<file path="src/rtl/imem_loader.sv">
// Boot loader: frames a byte stream into little-endian words and writes
// them to instruction memory, holding the core in reset until a good load.
module imem_loader #(
   parameter int         DEPTH     = 256,
   parameter logic [7:0] SYNC_BYTE = 8'hA5,
   parameter bit         BOOT_HOLD = 1'b0
) (
   input  logic        clk,
   input  logic        rst_n,
   input  logic [7:0]  rx_data,
   input  logic        rx_valid,
   output logic        rx_ready,
   output logic        mem_we,
   output logic [31:0] mem_addr,
   output logic [31:0] mem_wdata,
   output logic        cpu_rst_n,
   output logic        busy,
   output logic        done,
   output logic        error
);

   localparam int AW = (DEPTH > 1) ? $clog2(DEPTH) : 1;

   typedef enum logic [2:0] {
      S_IDLE,
      S_LEN,
      S_DATA,
      S_WRITE,
      S_CSUM,
      S_DONE,
      S_ERR
   } state_t;

   state_t      state_q, state_d;
   logic [7:0]  n_q, n_d;
   logic [8:0]  word_idx_q, word_idx_d;
   logic [1:0]  byte_cnt_q, byte_cnt_d;
   logic [7:0]  acc_q, acc_d;
   logic [23:0] word_q, word_d;
   logic        rx_ready_q, rx_ready_d;
   logic        mem_we_q, mem_we_d;
   logic [31:0] mem_addr_q, mem_addr_d;
   logic [31:0] mem_wdata_q, mem_wdata_d;
   logic        cpu_rst_n_q, cpu_rst_n_d;
   logic        busy_q, busy_d;
   logic        done_q, done_d;
   logic        error_q, error_d;

   logic       accept;
   logic [8:0] target;

   assign accept = rx_valid && rx_ready_q;
   // Word count runs to N (or DEPTH for N=0); only its low bits index memory.
   assign target = (n_q == 8'd0) ? 9'(DEPTH) : {1'b0, n_q};

   always_comb begin
      state_d     = state_q;
      n_d         = n_q;
      word_idx_d  = word_idx_q;
      byte_cnt_d  = byte_cnt_q;
      acc_d       = acc_q;
      word_d      = word_q;
      mem_we_d    = 1'b0;
      mem_addr_d  = mem_addr_q;
      mem_wdata_d = mem_wdata_q;
      cpu_rst_n_d = cpu_rst_n_q;
      done_d      = done_q;
      error_d     = error_q;
      unique case (state_q)
         S_IDLE: begin
            if (accept && rx_data == SYNC_BYTE) state_d = S_LEN;
         end
         S_LEN: begin
            if (accept) begin
               n_d         = rx_data;
               word_idx_d  = 9'd0;
               byte_cnt_d  = 2'd0;
               acc_d       = 8'd0;
               cpu_rst_n_d = 1'b0;
               state_d     = S_DATA;
            end
         end
         S_DATA: begin
            if (accept) begin
               acc_d      = acc_q ^ rx_data;
               byte_cnt_d = byte_cnt_q + 2'd1;
               unique case (byte_cnt_q)
                  2'd0: word_d[7:0]   = rx_data;
                  2'd1: word_d[15:8]  = rx_data;
                  2'd2: word_d[23:16] = rx_data;
                  2'd3: begin
                     mem_we_d    = 1'b1;
                     mem_addr_d  = 32'({word_idx_q[AW-1:0], 2'b00});
                     mem_wdata_d = {rx_data, word_q};
                     state_d     = S_WRITE;
                  end
                  default: ;
               endcase
            end
         end
         S_WRITE: begin
            word_idx_d = word_idx_q + 9'd1;
            if (word_idx_q + 9'd1 == target) state_d = S_CSUM;
            else                              state_d = S_DATA;
         end
         S_CSUM: begin
            if (accept) begin
               if (rx_data == acc_q) begin
                  done_d      = 1'b1;
                  cpu_rst_n_d = 1'b1;
                  state_d     = S_DONE;
               end else begin
                  error_d     = 1'b1;
                  cpu_rst_n_d = 1'b0;
                  state_d     = S_ERR;
               end
            end
         end
         S_DONE, S_ERR: begin
            if (accept && rx_data == SYNC_BYTE) begin
               done_d  = 1'b0;
               error_d = 1'b0;
               state_d = S_LEN;
            end
         end
         default: state_d = S_IDLE;
      endcase
      rx_ready_d = (state_d != S_WRITE);
      busy_d     = (state_d == S_LEN)   || (state_d == S_DATA) ||
                   (state_d == S_WRITE) || (state_d == S_CSUM);
   end

   always_ff @(posedge clk) begin
      if (!rst_n) begin
         state_q     <= S_IDLE;
         n_q         <= 8'd0;
         word_idx_q  <= 9'd0;
         byte_cnt_q  <= 2'd0;
         acc_q       <= 8'd0;
         word_q      <= 24'd0;
         rx_ready_q  <= 1'b0;
         mem_we_q    <= 1'b0;
         mem_addr_q  <= 32'd0;
         mem_wdata_q <= 32'd0;
         cpu_rst_n_q <= ~BOOT_HOLD;
         busy_q      <= 1'b0;
         done_q      <= 1'b0;
         error_q     <= 1'b0;
      end else begin
         state_q     <= state_d;
         n_q         <= n_d;
         word_idx_q  <= word_idx_d;
         byte_cnt_q  <= byte_cnt_d;
         acc_q       <= acc_d;
         word_q      <= word_d;
         rx_ready_q  <= rx_ready_d;
         mem_we_q    <= mem_we_d;
         mem_addr_q  <= mem_addr_d;
         mem_wdata_q <= mem_wdata_d;
         cpu_rst_n_q <= cpu_rst_n_d;
         busy_q      <= busy_d;
         done_q      <= done_d;
         error_q     <= error_d;
      end
   end

   assign rx_ready  = rx_ready_q;
   assign mem_we    = mem_we_q;
   assign mem_addr  = mem_addr_q;
   assign mem_wdata = mem_wdata_q;
   assign cpu_rst_n = cpu_rst_n_q;
   assign busy      = busy_q;
   assign done      = done_q;
   assign error     = error_q;

endmodule

</file>
<file path="config.mk">
export PLATFORM = sky130hd
export DESIGN_NAME = imem_loader
export DESIGN_NICKNAME = d
export VERILOG_FILES = /design/src/rtl/imem_loader.sv
export SDC_FILE = /design/constraint.sdc
export NUM_CORES = 1
export LEC_CHECK = 0
export BUFFER_PORTS_ARGS = -buffer_cell sky130_fd_sc_hd__buf_2
export CORE_MARGIN = 5
export CORE_UTILIZATION = 55
export DETAILED_ROUTE_END_ITERATION = 8
export HOLD_SLACK_MARGIN = 0.12
export MAX_ROUTING_LAYER = met4
export PLACE_DENSITY = 0.75
export SYNTH_ARGS = -nofsm -noshare
export SYNTH_HDL_FRONTEND = slang
export SYNTH_SLANG_ARGS = --single-unit
</file>
<file path="constraint.sdc">
create_clock -name clk -period 2.98 [get_ports clk]
set_clock_uncertainty 0.1 [all_clocks]
set_input_delay 0.149 -clock clk [delete_from_list [all_inputs] [get_ports clk]]
set_output_delay 0.149 -clock clk [all_outputs]
set_load 0.1 [all_outputs]
</file>
==> results.sh, run 1 <==
export IMPL_place_gp_congestion=0.908
export IMPL_min_period_ps=2480
export IMPL_leakage_nw=1.89
export IMPL_cp_end_kind="register"
export IMPL_yosysSeqAreaShare=0.446
export IMPL_drt_total_wl_um=10100
export IMPL_crit_chain="ha_1 -> nand3_2 -> nor3_2 -> xor3_1 -> o2111ai_1 -> o22ai_1 -> and2_1 -> a31o_1"
export IMPL_antenna_found_initial=0
export IMPL_fp_dieH_um=100
export IMPL_grt_pass1_vias=3576
export IMPL_crit_path_max_fanout=8
export IMPL_postCtsResizedCells=0
export IMPL_core_um2=8090
export IMPL_numCtsBuffers=9
export IMPL_ir_worst_vdd_mv=0.265
export IMPL_start_util=0.555
export IMPL_critPathSlowestCell="dfxtp_1"
export IMPL_finalSetupViolations=0
export IMPL_critical_path_class="reg2reg"
export IMPL_fin_setup_tns_ps=0
export IMPL_async_flop_share=0
export IMPL_cts_root_buffer="clkbuf_8"
export IMPL_clk_pin_slew_ps=100
export IMPL_wl_per_cell_um=14.0
export IMPL_drive_gt1_frac=0.146
export IMPL_synth_edf_count=0
export IMPL_cts_sinks=100
export IMPL_cp_top_family="simple AND/OR/NAND/NOR gates"
export IMPL_synth_cells=574
export IMPL_fin_cells=723
export IMPL_max_freq_mhz=404
export IMPL_via_count=3888
export IMPL_power_density_nw_per_um2=491
export IMPL_outcome="finished, final reports clean"
export IMPL_ios=81
export IMPL_rsz0062_at_grt="false"
export IMPL_cts_tree="built"
export IMPL_max_clock_path_buffers=2
export IMPL_cp_data_arrival_time_ps=2630
export IMPL_crit_buf_inv=0
export IMPL_worstMarginPinSlew_ps=579
export IMPL_grt_first_pass_wirelength_um=16700
export IMPL_worst_path_largest_cell_delay_ps=480
export IMPL_htreeDepth=3
export IMPL_grt_max_degree=67
export IMPL_crit_required_ps=3140
export IMPL_nNetsFinal=629
export IMPL_slew_viol_final=0
export IMPL_cap_viol_max_count=0
export IMPL_min_path_type="in2reg"
export IMPL_nFillCells=758
export IMPL_io_buffers=56
export IMPL_worst_hold_slack_ps=261
export IMPL_rows=33
export IMPL_synth_ff_type="dfxtp_1"
export IMPL_postCtsSetupBuffers=0
export IMPL_syn_avg_cell_area_um2=7.82
export IMPL_dp_hpwl_um=6850
export IMPL_hold_viol=0
export IMPL_overflow=0
export IMPL_ys_warn_count=0
export IMPL_rrSetupSlack_ps=500
export IMPL_area_delta_synth_final_pct=10.2
export IMPL_maxSlewHeadroom=0.612
export IMPL_drt_first_pass_iters=5
export IMPL_grt_usage=0.209
export IMPL_start_kind="register"
export IMPL_timing_final_crit_share=0.831
export IMPL_dp_cells=698
export IMPL_ys_types=54
export IMPL_via_per_inst=5.38
export IMPL_die_area_um2=10100
export IMPL_worstSkewPairLatency_ps=360
export IMPL_ys_seq_elements=100
export IMPL_ant_nets=0
export IMPL_diodes=0
export IMPL_remaining_drc_errors=0
export IMPL_syn_area_um2=4490
export IMPL_die_w_um=100
export IMPL_drt_iter0_markers=183
-- routing by layer --
metal / track usage / share of wire
met1: 0.269 / 0.45
met2: 0.341 / 0.48
met3: 0.0278 / 0.060
met4: 0.0684 / 0.0079
met5: - / 0
-- final cells by class --
cell class	count	area, um^2	area share
multi-input cells	422	2160	0.437
flip-flops and latches	100	2000	0.405
repair buffers	73	443	0.0895
well taps	105	131	0.0265
clock buffers	10	128	0.0258
clock inverters	6	55.1	0.0111
inverters	7	26.3	0.00531
-- tightest hold or removal path, cell delays in order --
cell and delay (ps):
buf_2 120, nand3_1 70, a31oi_1 90, and3_4 180, nor2_1 70
-- state kept, by name (all words and copies together) (netlist names) --
register	count
acc_q	8
busy	1
byte_cnt_q	2
cpu_rst_n	1
done	1
error	1
mem_addr	8
mem_wdata	32
mem_we	1
n_q	8
rx_ready	1
state_q	3
word_idx_q	9
word_q	24
-- placed cells by master, fill, tap and decap left out, drive strengths merged, types with 2 or more instances in the layout --
cell / instances
a21oi: 91
a22oi: 3
a31oi: 3
and2: 3
and3: 5
buf: 64
clkbuf: 10
clkinvlp: 2
conb: 24
dfxtp: 100
dlygate4sd3: 9
ha: 5
inv: 10
nand2: 147
nand3: 34
nand3b: 5
nand4: 2
nand4b: 2
nor2: 25
nor2b: 5
nor3: 7
nor4: 4
o21ai: 17
o22ai: 2
xnor2: 9
xor2: 7
-- cell families after synthesis --
logic type | Yosys count | share of synthesized area
xor gates and xnor gates | 17 | 0.0365
buffers and inverters | 75 | 0.0920
AOI/OAI and AO/OA | 126 | 0.157
muxes | 1 | 0.00223
and+or+nand+nor | 248 | 0.249
adders and majority gates | 6 | 0.0162
DFF | 100 | 0.446
other | 1 | 0.000835
-- Yosys cell counts (2+ instances only) --
cell type,number,area [um^2]
nand2_1,147,552
dfxtp_1,100,2000
a21oi_1,90,450
nand3_1,33,165
buf_4,26,195
clkbuf_1,25,93.8
nor2_1,25,93.8
o21ai_0,17,85.1
buf_2,14,70.1
xnor2_1,9,78.8
inv_1,7,26.3
xor2_1,7,61.3
ha_1,5,62.6
nand3b_1,5,37.5
nor2b_1,5,31.3
nor3_1,5,25.0
and3_1,4,25.0
nor4_1,4,25.0
a22oi_1,3,22.5
a31oi_1,3,18.8
and2_1,3,18.8
buf_6,2,22.5
nand4_1,2,12.5
nand4b_1,2,17.5
nor3_2,2,20.0
-- report_power, final --
part           total [mW]  internal (mW)  leakage, nW  switching [mW]
clock               0.811          0.320       0.0869           0.490
combinational       0.267         0.0426        0.997           0.224
sequential           1.35           1.34        0.806         0.00861
-- final timing paths --
| kind | startpoint | end | depth (start not counted) |
|---|---|---|---|
| max | word_idx_q[0] | busy | 8 |
| min | rx_valid | state_q[0] | 5 |
| max reg2reg | word_idx_q[0] | busy | 8 |
| min reg2reg | done | done | 2 |
-- repair_timing --
action,in CTS,in global routing
setup endpoints to repair,0,0
hold buffers,9,0
hold endpoints to repair,51,0
-- through the flow --
| step | worst slack, ps | utilization | power (mW) | instance area, um^2 |
|---|---|---|---|---|
| after floorplan | 468 | - | 1.63 | 4580 |
| after global placement | 641 | 0.578 | 1.64 | 4680 |
| after detailed placement | 543 | 0.578 | 1.64 | 4680 |
| after CTS | 525 | 0.611 | 2.45 | 4950 |
| after global routing | 278 | 0.611 | 2.52 | 4950 |
| final | 503 | 0.611 | 2.43 | 4950 |
(Power assumes the default switching activity.)
==> inputs of run 2 (changes only) <==
- ABC_AREA: default -> 1
- clock period: 2.98 -> 2.5 ns (I/O delays scaled with it)
==> run 2 against run 1 <==
- sequential cell count did not move
- register-to-register slack about the same
- first-iteration DRC count up 78%
- worst hold slack got worse by 8.3 ps
- critical path depth grew 7
- area after synthesis shrank 1.6%
- utilization up 2.4 points
- largest power group unchanged
==> results.sh, run 2 <==
export IMPL_outcome="finished, final reports clean"
export IMPL_finalSetupViolations=0
export IMPL_ys_seq_elements=100
export IMPL_most_common_layout_cells="dfxtp_1, nand2_1, nor2_1"
export IMPL_clk_pin_slew_ps=100
export IMPL_largest_reg_flops=32
export IMPL_max_clock_path_buffers=2
export IMPL_nNetsFinal=669
export IMPL_overflow=0
export IMPL_rrSetupSlack_ps=500
export IMPL_ys_warn_count=0
export IMPL_cts_tree="built"
export IMPL_dp_hpwl_um=7100
export IMPL_grt_util_met2=0.364
export IMPL_fp_dieH_um=99.6
export IMPL_reg2reg_from="word_idx_q[1]"
export IMPL_syn_area_um2=4420
export IMPL_critPathSlowestCell="dfxtp_1"
export IMPL_drive_gt1_frac=0.155
export IMPL_postCtsSetupBuffers=0
export IMPL_via_count=4021
export IMPL_yosys_top_cells_area="dfxtp_1, nand2_1, nor2_1, a21oi_1, o21ai_0"
export IMPL_min_path_type="in2reg"
export IMPL_cpMostUsedCell="nand2_1"
export IMPL_fin_setup_tns_ps=0
export IMPL_worstHoldStart="rst_n"
export IMPL_cts_root_buffer="clkbuf_8"
export IMPL_area_delta_synth_final_pct=11.8
export IMPL_drt_first_pass_iters=5
export IMPL_cap_viol_max_count=0
export IMPL_worstSetupStartpoint="word_idx_q[1]"
export IMPL_ios=81
export IMPL_max_freq_mhz=500
export IMPL_crit_path_max_fanout=5
export IMPL_die_w_um=99.6
export IMPL_drt_iter0_markers=325
export IMPL_core_um2=7770
export IMPL_timing_final_crit_share=0.801
export IMPL_worst_path_largest_cell_delay_ps=390
export IMPL_place_gp_congestion=0.904
export IMPL_synthTopCellsByCount="dfxtp_1, nand2_1, nor2_1, a21oi_1, o21ai_0"
export IMPL_worstMarginPinSlew_ps=813
export IMPL_worst_slack_ps=499
export IMPL_crit_required_ps=2710
export IMPL_htreeDepth=3
export IMPL_rsz0062_at_grt="false"
export IMPL_multi_input_area_um2=2050
export IMPL_yosysSeqAreaShare=0.453
export IMPL_wl_per_cell_um=13.6
export IMPL_synth_edf_count=0
export IMPL_synth_top_cell_area_share=0.453
export IMPL_postCtsResizedCells=0
export IMPL_grt_pass1_vias=3757
export IMPL_via_per_inst=5.29
export IMPL_min_period_ps=2000
export IMPL_start_kind="register"
export IMPL_start_util=0.569
export IMPL_power_density_nw_per_um2=594
export IMPL_cts_sinks=100
export IMPL_grt_max_degree=61
export IMPL_nFillCells=714
export IMPL_pre_cts_slack_ps=536
export IMPL_drt_total_wl_um=10400
export IMPL_slew_viol_final=0
export IMPL_synth_cells=598
export IMPL_synth_ff_type="dfxtp_1"
export IMPL_ys_types=28
export IMPL_crit_chain="ha_1 -> nand2_2 -> nor2_4 -> nand2_1 -> nand3_1 -> nand2_1 -> nor2_1 -> nand3_1 -> nand2_1 -> nand2_1 -> nand2_1 -> nand2_1 -> nand2_1 -> nand2_1 -> nor2_1"
export IMPL_leakage_nw=2.07
export IMPL_grt_first_pass_wirelength_um=17300
export IMPL_maxSlewHeadroom=0.458
export IMPL_hold_viol=0
export IMPL_final_common_cell="dfxtp_1"
export IMPL_placed_area_um2=4670
export IMPL_postLayoutCoreUtil=0.636
export IMPL_stdcell_area_um2=4940
export IMPL_ir_worst_vdd_mv=0.348
export IMPL_grt_busiest_layer="met2"
export IMPL_async_flop_share=0
export IMPL_seqCellArea_um2=2000
export IMPL_gr_usage_met1=0.275
export IMPL_synth_top_cell_by_area="dfxtp_1"
export IMPL_diodes=0
export IMPL_synth_most_common_cell="dfxtp_1"
export IMPL_grt_usage=0.222
export IMPL_worst_hold_slack_ps=252
export IMPL_io_buffers=56
export IMPL_rows=32
export IMPL_ant_nets=0
export IMPL_die_area_um2=9930
export IMPL_syn_avg_cell_area_um2=7.39
export IMPL_antenna_found_initial=0
export IMPL_cp_data_arrival_time_ps=2220
export IMPL_numCtsBuffers=9
export IMPL_use_met3=0.0442
export IMPL_worstSkewPairLatency_ps=370
export IMPL_critical_path_class="reg2reg"
export IMPL_cp_end_kind="register"
export IMPL_remaining_drc_errors=0
==> run 2: changes by cell type after synthesis, moves of 20 or more <==
cell / before / now
nor2_1: 25 / 89
nand2_1: 147 / 99
o21ai_0: 17 / 59
a21oi_1: 90 / 60
inv_1: 7 / 35
nand3_1: 33 / 53
==> run 2: what timing repair did <==
action	CTS	global route
hold buffers	8	0
endpoints found under the hold margin	39	0
setup endpoints to repair	0	0
==> run 2: cell families (layout without fill, tap and decap cells) <==
logic type      Yosys count  in the layout  share of synthesized area
compound gates          128            128                      0.152
xor+xnor                  8              8                     0.0159
fa+ha+maj                 5              5                     0.0142
buf+inv                  91            128                      0.103
flops                   100            100                      0.453
other cells               1             24                   0.000849
simple gates            265            265                      0.261
==> run 2: critical path, delay by kind of cell, from the launching register on <==
family	cells	cell delay (ps)
adder cells (fa/ha/maj)	1	220
AND/OR/NAND/NOR	14	1250
flip-flops	1	390
==> run 2: per-layer routing <==
metal  wire, um  share of wire  vias to the layer above
li1           -              -                     2013
met1       4550           0.44                     1850
met2       4880           0.47                      145
met3        756          0.073                       13
met4        180          0.017                        0
met5          0              0                        -
==> run 2: stage by stage <==
stage	total power, mW	cells
global route	3.05	760
detailed placement	1.96	736
CTS	2.95	760
global placement	1.96	736
finish	2.93	760
floorplan	1.94	621
==> run 2: final timing paths <==
check | depth (start not counted) | end
max reg2reg | 15 | busy
max | 15 | busy
min | 4 | mem_wdata[20]
min reg2reg | 2 | word_q[19]
==> run 2: where the power goes <==
group / switching, mW / internal [mW] / total (mW)
logic: 0.278 / 0.0477 / 0.326
clock network: 0.591 / 0.407 / 0.998
registers: 0.00689 / 1.60 / 1.61
==> run 2: final cells by class <==
type,instances,area share
repair buffers,72,0.0851
clock buffers,10,0.0279
well taps,102,0.0258
flip-flops and latches,100,0.405
multi-input cells,430,0.414
inverters,40,0.0304
clock inverters,6,0.0109
==> inputs of run 3 (changes only) <==
- CORE_UTILIZATION: 55 -> 50
- PLACE_DENSITY: 0.75 -> 0.72
- clock period: 2.5 -> 1.7 ns (I/O delays scaled with it)
==> run 3 against run 2 <==
- the flow now finishes with violations (setup timing)
- sequential share of layout area down 7.8 points
- total power increased by 50%
- critical endpoint unchanged
- largest cell class unchanged
- cell count increased by 9.2%
- final area is 25% higher
- sequential power up 47%
- highest routed layer unchanged
- sequential cell count unchanged
- combinational power rose by 79%
- clock-buffer cell count unchanged
- critical path depth stayed put
==> results.sh, run 3 (synthesis results as in run 2) <==
export IMPL_outcome="finished, violations left"
export IMPL_violations="setup timing"
export IMPL_critical_path_class="reg2reg"
export IMPL_leakage_nw=2.57
export IMPL_cap_viol_max_count=0
export IMPL_remaining_drc_errors=0
export IMPL_multi_input_area_um2=2490
export IMPL_finalSetupViolations=47
export IMPL_power_mw=4.39
export IMPL_fin_setup_tns_ps=-2730
export IMPL_overflow=0
export IMPL_ant_nets=0
export IMPL_nNetsFinal=733
export IMPL_max_freq_mhz=519
export IMPL_cp_data_arrival_time_ps=2130
export IMPL_placed_area_um2=4970
export IMPL_drt_iter0_markers=284
export IMPL_rrSetupSlack_ps=-230
export IMPL_dp_hpwl_um=7700
export IMPL_start_kind="register"
export IMPL_drt_total_wl_um=13200
export IMPL_grt_pass1_vias=3834
export IMPL_ir_worst_vdd_mv=0.509
export IMPL_worst_path_largest_cell_delay_ps=370
export IMPL_critPathSlowestCell="dfxtp_4"
export IMPL_crit_buf_inv=1
export IMPL_area_delta_synth_final_pct=39.3
export IMPL_fp_dieH_um=104
export IMPL_hold_viol=0
export IMPL_cp_end_kind="register"
export IMPL_nFillCells=668
export IMPL_min_path_type="in2reg"
export IMPL_place_gp_congestion=0.891
export IMPL_most_common_layout_cells="dfxtp_1, nand2_1, nor2_1"
export IMPL_via_count=4492
export IMPL_final_common_cell="dfxtp_1"
export IMPL_slew_viol_final=0
export IMPL_worstSkewPairLatency_ps=370
export IMPL_grt_max_degree=33
export IMPL_cts_sinks=100
export IMPL_htreeDepth=3
export IMPL_numCtsBuffers=9
export IMPL_antenna_found_initial=0
export IMPL_cp_top_family="simple AND/OR/NAND/NOR gates"
export IMPL_timing_final_crit_share=1.13
export IMPL_power_density_nw_per_um2=713
export IMPL_worst_hold_slack_ps=151
export IMPL_die_w_um=104
export IMPL_rows=34
export IMPL_crit_path_max_fanout=3
export IMPL_cts_tree="built"
export IMPL_stdcell_area_um2=6160
export IMPL_fin_cells=830
export IMPL_worst_slack_ps=-228
export IMPL_max_clock_path_buffers=2
export IMPL_cpMostUsedCell="nand2_1"
export IMPL_crit_required_ps=1900
export IMPL_cts_root_buffer="clkbuf_8"
export IMPL_largest_reg_flops=32
export IMPL_dp_cells=777
export IMPL_grt_first_pass_wirelength_um=18300
export IMPL_min_period_ps=1930
export IMPL_grt_usage=0.207
export IMPL_ios=81
export IMPL_rsz0062_at_grt="true"
export IMPL_clk_pin_slew_ps=90
export IMPL_drive_gt1_frac=0.361
export IMPL_seqCellArea_um2=2020
export IMPL_drt_first_pass_iters=6
export IMPL_die_area_um2=10800
export IMPL_io_buffers=56
export IMPL_wl_per_cell_um=15.9
export IMPL_diodes=0
export IMPL_crit_chain="ha_4 -> inv_1 -> nand2_1 -> nand3_1 -> nor2_1 -> nand3_2 -> nor2_2 -> nand3_1 -> nand2_1 -> nand2_1 -> nand2_1 -> nand2_1 -> nand2_1 -> nand2_1 -> nor2_1"
export IMPL_start_util=0.509
export IMPL_core_um2=8680
export IMPL_via_per_inst=5.41
## run 3: cell count changes in the layout (fill, tap and decap cells not counted), sizes merged
cell / delta
dlymetal6s4s: +1
clkbuf: +7
dlygate4sd3: +5
clkinv: +1
buf: +51
inv: -1
## run 3: timing repair
item	in CTS	in global routing
setup endpoints to repair	66	80
gates cloned	2	8
pin swaps	7	48
setup buffers	3	11
hold buffers	13	2
resized for setup	36	136
endpoints found under the hold margin	47	3
## run 3: worst reg2reg max path, delay by kind of cell, from the launching register on
kind,cells,cell delay (ps)
fa+ha+maj,1,270
buf+inv,1,40
flops,1,370
simple gates,13,1100
## run 3: path summary, 6_finish.rpt
| check | start | end | depth (start not counted) |
|---|---|---|---|
| worst min register to register | word_q[7] | word_q[7] | 2 |
| worst max register to register | word_idx_q[1] | busy | 15 |
| worst min-delay path | rx_valid | error | 5 |
| worst max-delay path | word_idx_q[1] | busy | 15 |
## run 3: stage by stage
stage / worst slack, ps / util
final: -228 / 0.709
after global routing: -417 / 0.709
after CTS: -126 / 0.629
after detailed placement: -167 / 0.572
after global placement: -80.0 / 0.572
after floorplan: 12.0 / -
## run 3: cell type report
| class | count | share of cell area |
|---|---|---|
| Multi-Input combinational cell | 430 | 0.404 |
| Sequential cell | 100 | 0.328 |
| Timing Repair Buffer | 136 | 0.189 |
| Inverter | 40 | 0.0276 |
| Tap cell | 108 | 0.0220 |
| Clock buffer | 10 | 0.0207 |
| Clock inverter | 6 | 0.00915 |
## run 3: routing by layer
layer | track usage | share of wire | vias to the layer above
met5 | - | 0 | -
met4 | 0.0712 | 0.016 | 0
met3 | 0.0279 | 0.064 | 20
met2 | 0.327 | 0.49 | 200
met1 | 0.273 | 0.43 | 2126
li1 | - | - | 2146
## run 3: power by group
group,internal [mW],switching (mW)
sequential,2.35,0.0111
combinational,0.131,0.452
clock,0.564,0.879
total,3.05,1.34
